<file path="config.mk">
export PLATFORM = sky130hd
export DESIGN_NAME = tapasco_dmi_initiator_flat
export DESIGN_NICKNAME = d
export VERILOG_FILES = /design/src/rtl/tapasco_dmi_initiator_if.sv /design/src/rtl/tapasco_dmi_initiator.sv /design/src/flat_wrapper.sv
export SDC_FILE = /design/constraint.sdc
export NUM_CORES = 1
export LEC_CHECK = 0
export ABC_AREA = 1
export CAP_MARGIN = 20
export CORE_ASPECT_RATIO = 2
export CORE_UTILIZATION = 30
export DETAILED_ROUTE_END_ITERATION = 16
export GPL_TIMING_DRIVEN = 0
export PLACE_DENSITY = 0.58
export SYNTH_ARGS = -nofsm -noshare
export SYNTH_HDL_FRONTEND = slang
export SYNTH_SLANG_ARGS = --single-unit
</file>
<file path="constraint.sdc">
create_clock -name clk_i -period 2.08 [get_ports clk_i]
set_clock_uncertainty 0.1 [all_clocks]
set_input_delay 0.416 -clock clk_i [delete_from_list [all_inputs] [get_ports clk_i]]
set_output_delay 0.416 -clock clk_i [all_outputs]
set_load 0.02 [all_outputs]
</file>
<file path="src/rtl/tapasco_dmi_initiator_if.sv">
// Host command and DMI request/response signals of the TaPaSCo DMI initiator.
// The master modport is the initiator's view; the slave modport is the host/debug-module side.
interface tapasco_dmi_initiator_if;
  logic        host_req_i;
  logic        host_wr_i;
  logic [6:0]  host_addr_i;
  logic [31:0] host_wdata_i;
  logic [31:0] host_rdata_o;
  logic        host_busy_o;
  logic        host_done_o;
  logic        host_err_o;
  logic        host_ovr_o;
  logic        dmi_req_valid_o;
  logic        dmi_req_ready_i;
  logic [1:0]  dmi_req_op_o;
  logic [6:0]  dmi_req_addr_o;
  logic [31:0] dmi_req_data_o;
  logic        dmi_resp_valid_i;
  logic        dmi_resp_ready_o;
  logic [31:0] dmi_resp_data_i;
  logic [1:0]  dmi_resp_resp_i;

  modport master (
    input  host_req_i, host_wr_i, host_addr_i, host_wdata_i,
           dmi_req_ready_i, dmi_resp_valid_i, dmi_resp_data_i, dmi_resp_resp_i,
    output host_rdata_o, host_busy_o, host_done_o, host_err_o, host_ovr_o,
           dmi_req_valid_o, dmi_req_op_o, dmi_req_addr_o, dmi_req_data_o,
           dmi_resp_ready_o
  );

  modport slave (
    output host_req_i, host_wr_i, host_addr_i, host_wdata_i,
           dmi_req_ready_i, dmi_resp_valid_i, dmi_resp_data_i, dmi_resp_resp_i,
    input  host_rdata_o, host_busy_o, host_done_o, host_err_o, host_ovr_o,
           dmi_req_valid_o, dmi_req_op_o, dmi_req_addr_o, dmi_req_data_o,
           dmi_resp_ready_o
  );
endinterface

</file>
<file path="src/rtl/tapasco_dmi_initiator.sv">
// Turns a level host command strobe into one DMI read/write transaction with
// timeout abort, sticky overrun flag and held read data / error status.
module tapasco_dmi_initiator #(
  parameter int unsigned TIMEOUT_CYCLES = 1024
) (
  input  logic                           clk_i,
  input  logic                           rst_ni,
  tapasco_dmi_initiator_if.master        bus
);

  localparam logic [15:0] CNT_LAST = 16'(TIMEOUT_CYCLES - 1);
  localparam logic [1:0]  OP_NOP   = 2'd0;
  localparam logic [1:0]  OP_READ  = 2'd1;
  localparam logic [1:0]  OP_WRITE = 2'd2;

  typedef enum logic [1:0] {IDLE, REQ, RESP, DONE} state_t;

  state_t      state_q;
  logic        req_q;
  logic        launch;
  logic        cmd_wr_q;
  logic [6:0]  cmd_addr_q;
  logic [31:0] cmd_wdata_q;
  logic [15:0] cnt_q;
  logic        cnt_last;
  logic [31:0] rdata_q;
  logic        busy_q;
  logic        done_q;
  logic        err_q;
  logic        ovr_q;
  logic        valid_q;
  logic        resp_ready_q;
  logic [1:0]  op_q;

  assign launch = bus.host_req_i & ~req_q;
  // >= rather than == so a count that passed the limit in REQ still aborts RESP.
  assign cnt_last = (cnt_q >= CNT_LAST);

  always_ff @(posedge clk_i) begin
    if (!rst_ni) begin
      state_q      <= IDLE;
      req_q        <= 1'b1;
      cmd_wr_q     <= 1'b0;
      cmd_addr_q   <= '0;
      cmd_wdata_q  <= '0;
      cnt_q        <= '0;
      rdata_q      <= '0;
      busy_q       <= 1'b0;
      done_q       <= 1'b0;
      err_q        <= 1'b0;
      ovr_q        <= 1'b0;
      valid_q      <= 1'b0;
      resp_ready_q <= 1'b0;
      op_q         <= OP_NOP;
    end else begin
      req_q  <= bus.host_req_i;
      done_q <= 1'b0;
      case (state_q)
        IDLE: begin
          if (launch) begin
            cmd_wr_q    <= bus.host_wr_i;
            cmd_addr_q  <= bus.host_addr_i;
            cmd_wdata_q <= bus.host_wdata_i;
            ovr_q       <= 1'b0;
            cnt_q       <= '0;
            state_q     <= REQ;
            valid_q     <= 1'b1;
            busy_q      <= 1'b1;
            op_q        <= bus.host_wr_i ? OP_WRITE : OP_READ;
          end
        end
        REQ: begin
          cnt_q <= cnt_q + 16'd1;
          if (launch) ovr_q <= 1'b1;
          if (bus.dmi_req_ready_i) begin
            state_q      <= RESP;
            valid_q      <= 1'b0;
            op_q         <= OP_NOP;
            resp_ready_q <= 1'b1;
          end else if (cnt_last) begin
            // Abort drops valid without a handshake.
            state_q <= DONE;
            valid_q <= 1'b0;
            op_q    <= OP_NOP;
            busy_q  <= 1'b0;
            err_q   <= 1'b1;
            done_q  <= 1'b1;
          end
        end
        RESP: begin
          cnt_q <= cnt_q + 16'd1;
          if (launch) ovr_q <= 1'b1;
          if (bus.dmi_resp_valid_i) begin
            state_q      <= DONE;
            resp_ready_q <= 1'b0;
            busy_q       <= 1'b0;
            done_q       <= 1'b1;
            err_q        <= (bus.dmi_resp_resp_i != 2'd0);
            if (!cmd_wr_q && bus.dmi_resp_resp_i == 2'd0) rdata_q <= bus.dmi_resp_data_i;
          end else if (cnt_last) begin
            state_q      <= DONE;
            resp_ready_q <= 1'b0;
            busy_q       <= 1'b0;
            err_q        <= 1'b1;
            done_q       <= 1'b1;
          end
        end
        DONE: begin
          if (launch) ovr_q <= 1'b1;
          state_q <= IDLE;
        end
        default: state_q <= IDLE;
      endcase
    end
  end

  assign bus.host_rdata_o     = rdata_q;
  assign bus.host_busy_o      = busy_q;
  assign bus.host_done_o      = done_q;
  assign bus.host_err_o       = err_q;
  assign bus.host_ovr_o       = ovr_q;
  assign bus.dmi_req_valid_o  = valid_q;
  assign bus.dmi_req_op_o     = op_q;
  assign bus.dmi_req_addr_o   = cmd_addr_q;
  assign bus.dmi_req_data_o   = cmd_wdata_q;
  assign bus.dmi_resp_ready_o = resp_ready_q;

endmodule

</file>
<file path="src/flat_wrapper.sv">
// flat-port wrapper written by rule: the top's interface ports become plain ports
module tapasco_dmi_initiator_flat 
#(
  parameter int unsigned TIMEOUT_CYCLES = 1024
)
  (clk_i, rst_ni, bus_host_req_i, bus_host_wr_i, bus_host_addr_i, bus_host_wdata_i, bus_dmi_req_ready_i, bus_dmi_resp_valid_i, bus_dmi_resp_data_i, bus_dmi_resp_resp_i, bus_host_rdata_o, bus_host_busy_o, bus_host_done_o, bus_host_err_o, bus_host_ovr_o, bus_dmi_req_valid_o, bus_dmi_req_op_o, bus_dmi_req_addr_o, bus_dmi_req_data_o, bus_dmi_resp_ready_o);
  tapasco_dmi_initiator_if bus_i ();
  input  logic clk_i;
  input  logic rst_ni;
  input wire logic [$bits(bus_i.host_req_i)-1:0] bus_host_req_i;
  input wire logic [$bits(bus_i.host_wr_i)-1:0] bus_host_wr_i;
  input wire logic [$bits(bus_i.host_addr_i)-1:0] bus_host_addr_i;
  input wire logic [$bits(bus_i.host_wdata_i)-1:0] bus_host_wdata_i;
  input wire logic [$bits(bus_i.dmi_req_ready_i)-1:0] bus_dmi_req_ready_i;
  input wire logic [$bits(bus_i.dmi_resp_valid_i)-1:0] bus_dmi_resp_valid_i;
  input wire logic [$bits(bus_i.dmi_resp_data_i)-1:0] bus_dmi_resp_data_i;
  input wire logic [$bits(bus_i.dmi_resp_resp_i)-1:0] bus_dmi_resp_resp_i;
  output wire logic [$bits(bus_i.host_rdata_o)-1:0] bus_host_rdata_o;
  output wire logic [$bits(bus_i.host_busy_o)-1:0] bus_host_busy_o;
  output wire logic [$bits(bus_i.host_done_o)-1:0] bus_host_done_o;
  output wire logic [$bits(bus_i.host_err_o)-1:0] bus_host_err_o;
  output wire logic [$bits(bus_i.host_ovr_o)-1:0] bus_host_ovr_o;
  output wire logic [$bits(bus_i.dmi_req_valid_o)-1:0] bus_dmi_req_valid_o;
  output wire logic [$bits(bus_i.dmi_req_op_o)-1:0] bus_dmi_req_op_o;
  output wire logic [$bits(bus_i.dmi_req_addr_o)-1:0] bus_dmi_req_addr_o;
  output wire logic [$bits(bus_i.dmi_req_data_o)-1:0] bus_dmi_req_data_o;
  output wire logic [$bits(bus_i.dmi_resp_ready_o)-1:0] bus_dmi_resp_ready_o;
  assign bus_i.host_req_i = bus_host_req_i;
  assign bus_i.host_wr_i = bus_host_wr_i;
  assign bus_i.host_addr_i = bus_host_addr_i;
  assign bus_i.host_wdata_i = bus_host_wdata_i;
  assign bus_i.dmi_req_ready_i = bus_dmi_req_ready_i;
  assign bus_i.dmi_resp_valid_i = bus_dmi_resp_valid_i;
  assign bus_i.dmi_resp_data_i = bus_dmi_resp_data_i;
  assign bus_i.dmi_resp_resp_i = bus_dmi_resp_resp_i;
  assign bus_host_rdata_o = bus_i.host_rdata_o;
  assign bus_host_busy_o = bus_i.host_busy_o;
  assign bus_host_done_o = bus_i.host_done_o;
  assign bus_host_err_o = bus_i.host_err_o;
  assign bus_host_ovr_o = bus_i.host_ovr_o;
  assign bus_dmi_req_valid_o = bus_i.dmi_req_valid_o;
  assign bus_dmi_req_op_o = bus_i.dmi_req_op_o;
  assign bus_dmi_req_addr_o = bus_i.dmi_req_addr_o;
  assign bus_dmi_req_data_o = bus_i.dmi_req_data_o;
  assign bus_dmi_resp_ready_o = bus_i.dmi_resp_ready_o;
  tapasco_dmi_initiator #(.TIMEOUT_CYCLES(TIMEOUT_CYCLES)) u_core (.clk_i(clk_i), .rst_ni(rst_ni), .bus(bus_i));
endmodule
</file>
; ---- Word-level counts from Yosys, hierarchy flattened
; Cells that the tools add are included.
[word_totals]
word_cells = 79
out_inout_bits = 79
input_bits = 79
register_bits = 99
[classes]
magnitude_cmp = 1
n_reduce_logical = 19
n_bitwise = 2
muxes = 33
n_eq_ne = 9
add_sub_neg = 1
[ops]
columns = op, count
row1 = $pmux 16 s2, 1
row2 = $add 16x1->16 const B, 1
row3 = $ge 16x10->1 const B, 1
row4 = $mux 16, 1
row5 = $mux 2, 8
row6 = $mux 1, 15
row7 = $reduce_and 3->1, 4
row8 = $pmux 1 s2, 5
row9 = $pmux 2 s4, 1
row10 = $reduce_and 2->1, 4
row11 = $reduce_bool 2->1, 4
row12 = $ne 3x2->1 const B, 2
row13 = $eq 2x2->1 const B, 2
row14 = $logic_not 2->1, 2
row15 = $ne 2x1->1 const B, 2
row16 = $ne 2x2->1 const B, 2
row17 = $pmux 2 s2, 1
row18 = $pmux 1 s3, 1
row19 = $reduce_bool 3->1, 1
row20 = $reduce_or 3->1, 1
row21 = $eq 2x1->1 const B, 1
row22 = $reduce_or 2->1, 1
row23 = $and 1x1->1, 1
row24 = $logic_and 1x1->1, 1
row25 = 2 further kinds, 2

; ---- Logic depth before layout (Yosys ltp)
; Gate-level depths: netlist (run 1).
[logic_depth]
depth_word = 4
mapped_depth = 12
depth_no_buf = 12

; ---- Least setup slack after synthesis (run 1)
; OpenSTA, ideal clock, no wires.
[synth_timing]
kind = reg-to-reg
startpoint = register u_core.state_q[1]
endpoint = register u_core.cnt_q[15]
slack_ns = 0.332
n_path_buf = 0
arrival_time_ns = 1.535
stages_incl_launch_ff = 12
period_less_slack_ns = 1.748
path_cell_list = dfxtp_1 inv_1 ha_1 nand2_1 nand2_4 nand2_2 nor2_4 nand2_1 nor2_2 nand2_1 nand2_1 nor2_1
[synth_between]
elab_chain_len = 4
elab_cells_between_ends = 8
classes_between = 3 x eq/ne / 1 x mux / 4 x reduce/logical
[synth_rtl]
columns = element, line_no
row1 = from (decl), tapasco_dmi_initiator.sv:18  ; state_t state_q;
row2 = from (signal assigned), tapasco_dmi_initiator.sv:41  ; state_q <= IDLE;
row3 = from (signal assigned), tapasco_dmi_initiator.sv:66  ; state_q <= REQ;
row4 = from (signal assigned), tapasco_dmi_initiator.sv:76  ; state_q <= RESP;
row5 = $eq 2x1->1 or $eq 2x2->1 (tied branches), tapasco_dmi_initiator.sv:58  ; case (state_q)
row6 = $reduce_or 2->1 (no source line), -
row7 = $reduce_bool 2->1 (no source line), -
row8 = $reduce_and 2->1 (no source line), -
row9 = to (signal assigned), tapasco_dmi_initiator.sv:73  ; cnt_q <= cnt_q + 16'd1;
row10 = to (signal assigned), tapasco_dmi_initiator.sv:91  ; cnt_q <= cnt_q + 16'd1;
row11 = to (decl), tapasco_dmi_initiator.sv:24  ; logic [15:0] cnt_q;
; Several ways; a longest one is shown, not always the timed one.
; A chain may end at the register's enable or synchronous reset.

; ---- Worst setup path in the final report (run 1)
; Same ends and word-level chain as after synthesis.

==> flow_summary_export.csv, run 1 <==
group,metric,value,unit
sta,rsz0062_at_grt,"no",
cells_and_area,nFillCells,1249,
synth,synth_ff_type,"dfxtp_1",
clock_network,ctsLongestPathBuffers,2,
sta,finalCriticalPeriod,1.92,ns
job,cap_violations,0,
sta,finalSetupViolations,0,
clock_network,ctsHoldBuffers,0,
setup_path,r2r_cells,11,
clock_network,worstSkewPairLatency,0.34,ns
global_route,grt_pass1_vias,3797,
floorplanning,io_pins,158,
cells_and_area,nNetsFinal,769,
floorplanning,die_w,82.4,um
synth,synth_area_leaders,"dfxtp_1, nand2_1, a21oi_1",
synth,synth_top_area_cell,"dfxtp_1",
floorplanning,dieArea,13400,um2
floorplanning,rows,58,
synth,ys_ff_latch,99,
cells_and_area,drive_above_1_share,5.54,%
hold_path,whs_path_depth,2,
detailed_routing,drt_pre_antenna_iters,6,
floorplanning,initial_utilization,30.9,%
status,status,"finished clean",
setup_path,critical_path.startpoint_type,"register",
synth,synth-async-reset-ratio,0,%
synth,yosysSeqAreaShare,51.1,%
power_and_ir_drop,p_leak,2.16,nW
detailed_routing,drt_iter0_markers,125,
sta,final-max-slew-violation-count,0,
detailed_routing,drc,0,
cells_and_area,syn_to_final_growth,53.8,%
power_and_ir_drop,powerDensity,734,nW/um2
sta,max_freq,521,MHz
placed_design,portBuffers,157,
cells_and_area,diodes,0,
floorplanning,die_h,163,um
power_and_ir_drop,vdd_drop_max,0.456,mV
detailed_routing,wl_per_cell,13.5,um
detailed_routing,wl,11.2,mm
clock_network,cts_buffers,9,
setup_path,end_kind,"register",
global_route,gr-total-overflow,0,
setup_path,critPathArrivalTime,2.05,ns
global_route,grt_pass1_wl,17.6,mm
synth,synth.most_common_cell,"nand2_1",
sta,maxSlewHeadroom,66.7,%
sta,period_share,92.3,%
setup_path,cp_max_fo,8,
cells_and_area,fin_util,47.5,%
sta,tightest_slew,0.499,ns
global_route,track_usage,17.5,%
placed_design,hpwl,8.92,mm
synth,synth_nets,600,
synth,yosys-top-cells-count,"nand2_1, dfxtp_1, a21oi_1",
synth,ys_warn_count,0,
detailed_routing,via_count,3828,
floorplanning,core_area,12600,um2
detailed_routing,final_antenna_net_count,0,
clock_network,cts_tree,"done",
synth,syn-mean-instance-area,7.55,um2
synth,synth-edff-count,0,
global_route,antenna_found_initial,0,
hold_path,min_path_type,"register to register",
placed_design,globalplace.congestion,0.772,
synth,synth_area,3880,um2
setup_path,criticalPathCategory,"register to register",
sta,hold_viol,0,
clock_network,clk_pin_slew,0.06,ns
setup_path,required,2.21,ns
synth,synth.distinct_cells,26,
clock_network,cts_root_buf,"clkbuf_16",
synth,synth.top_cell.area_share,51.1,%
synth,synth_cells,514,
detailed_routing,vias_per_cell,4.58,
setup_path,ff2ff_setup_slack,0.16,ns
sta,setup_tns,0,ns
global_route,grt_max_degree,16,
clock_network,cts_max_level,3,
clock_network,clock-sinks,99,
per-layer routing:
| layer | GRT usage [%] | routed length, um | share of wire (%) | vias to the layer above |
|---|---|---|---|---|
| met3 | 4.37 | 599 | 5.3 | 24 |
| met4 | 8.93 | 405 | 3.6 | 0 |
| li1 | - | - | - | 1985 |
| met2 | 33.1 | 6150 | 55 | 118 |
| met5 | 0 | 0 | 0 | - |
| met1 | 16.3 | 4090 | 36 | 1701 |
power by group:
group | switching, mW | internal (mW)
clock network | 0.702 | 1.04
logic | 0.335 | 0.308
registers | 0.0356 | 1.96
total | 1.07 | 3.31
path summary, 6_finish.rpt:
| path | from | end |
|---|---|---|
| setup / recovery | u_core.state_q[1]$_SDFFE_PN0P_ | u_core.cnt_q[15]$_SDFFE_PN0P_ |
| hold / removal | u_core.bus.host_rdata_o[14]$_SDFFE_PN0P_ | u_core.bus.host_rdata_o[14]$_SDFFE_PN0P_ |
| setup reg to reg | u_core.state_q[1]$_SDFFE_PN0P_ | u_core.cnt_q[15]$_SDFFE_PN0P_ |
| hold reg to reg | u_core.bus.host_rdata_o[14]$_SDFFE_PN0P_ | u_core.bus.host_rdata_o[14]$_SDFFE_PN0P_ |
flip-flops by register name (all words and copies together), names as in the netlist:
| signal | cells |
|---|---|
| u_core.bus.dmi_req_addr_o | 7 |
| u_core.bus.host_err_o | 1 |
| u_core.bus.dmi_req_valid_o | 1 |
| u_core.req_q | 1 |
| u_core.bus.dmi_resp_ready_o | 1 |
| u_core.cnt_q | 16 |
| u_core.state_q | 2 |
| u_core.bus.dmi_req_op_o | 2 |
| u_core.bus.host_rdata_o | 32 |
| u_core.bus.host_ovr_o | 1 |
| u_core.bus.dmi_req_data_o | 32 |
| u_core.cmd_wr_q | 1 |
| u_core.bus.host_done_o | 1 |
| u_core.bus.host_busy_o | 1 |
cell usage in the layout (no fill, tap or decap), drive strengths merged, types with 4 or more instances in the layout:
master / instances
a21oi: 90
a31oi: 4
clkbuf: 26
nand4: 4
inv: 65
buf: 8
nand3: 11
clkdlybuf4s50: 157
o21ai: 47
nor3: 5
dfxtp: 99
nor2: 27
nand2: 126
ha: 7
cell type report:
type | count | area, um2 | area share, %
flip-flops and latches | 99 | 1980 | 33.3
plain buffers | 24 | 101 | 1.70
clock buffers | 9 | 225 | 3.78
repair buffers | 158 | 1580 | 26.5
clock inverters | 5 | 78.8 | 1.32
inverters | 64 | 240 | 4.03
well taps | 150 | 188 | 3.15
multi-input cells | 327 | 1570 | 26.3
critical path: stages, from the launching register on:
cell and delay (ns):
dfxtp_2 0.38, inv_1 0.09, ha_2 0.40, nand2_1 0.10
nand2_4 0.12, nand2_2 0.11, nor2_4 0.16, nand2_1 0.10
nor2_2 0.11, nand2_1 0.05, nand2_1 0.05, nor2_1 0.04
cell families after synthesis:
family          share of synthesized area (%)
flops                                    51.1
xor+xnor                                0.226
compound gates                           18.8
simple gates                             18.9
buf+inv                                  8.71
fa+ha+maj                                2.26
timing repair:
| item | in CTS | in global routing |
|---|---|---|
| setup endpoints to repair | 0 | 36 |
| setup buffers | 0 | 1 |
| gates resized for setup | 0 | 13 |
through the flow:
stage          cells  power, mW  hold slack (ns)  setup WS (ns)  area, um2
3_5_place_dp     821       2.68            0.338         -0.248       5640
6_report         836       4.38            0.344          0.160       5970
2_1_floorplan    514       2.34            0.328          0.332       3880
4_1_cts          835       4.42            0.347         0.0391       5940
5_1_grt          836       4.57            0.363         0.0136       5970
3_3_place_gp     821       2.67            0.333         -0.239       5640
(Power assumes the default switching activity.)
==> run 2: changes to the inputs <==
--- a/config.mk
+++ b/config.mk
@@ -12,6 +12,7 @@
 export DETAILED_ROUTE_END_ITERATION = 16
 export GPL_TIMING_DRIVEN = 0
 export PLACE_DENSITY = 0.58
+export SKIP_CTS_REPAIR_TIMING = 1
 export SYNTH_ARGS = -nofsm -noshare
 export SYNTH_HDL_FRONTEND = slang
 export SYNTH_SLANG_ARGS = --single-unit
==> results of run 2 <==
No change in the layout: final DEF, timing and power equal those of run 1.
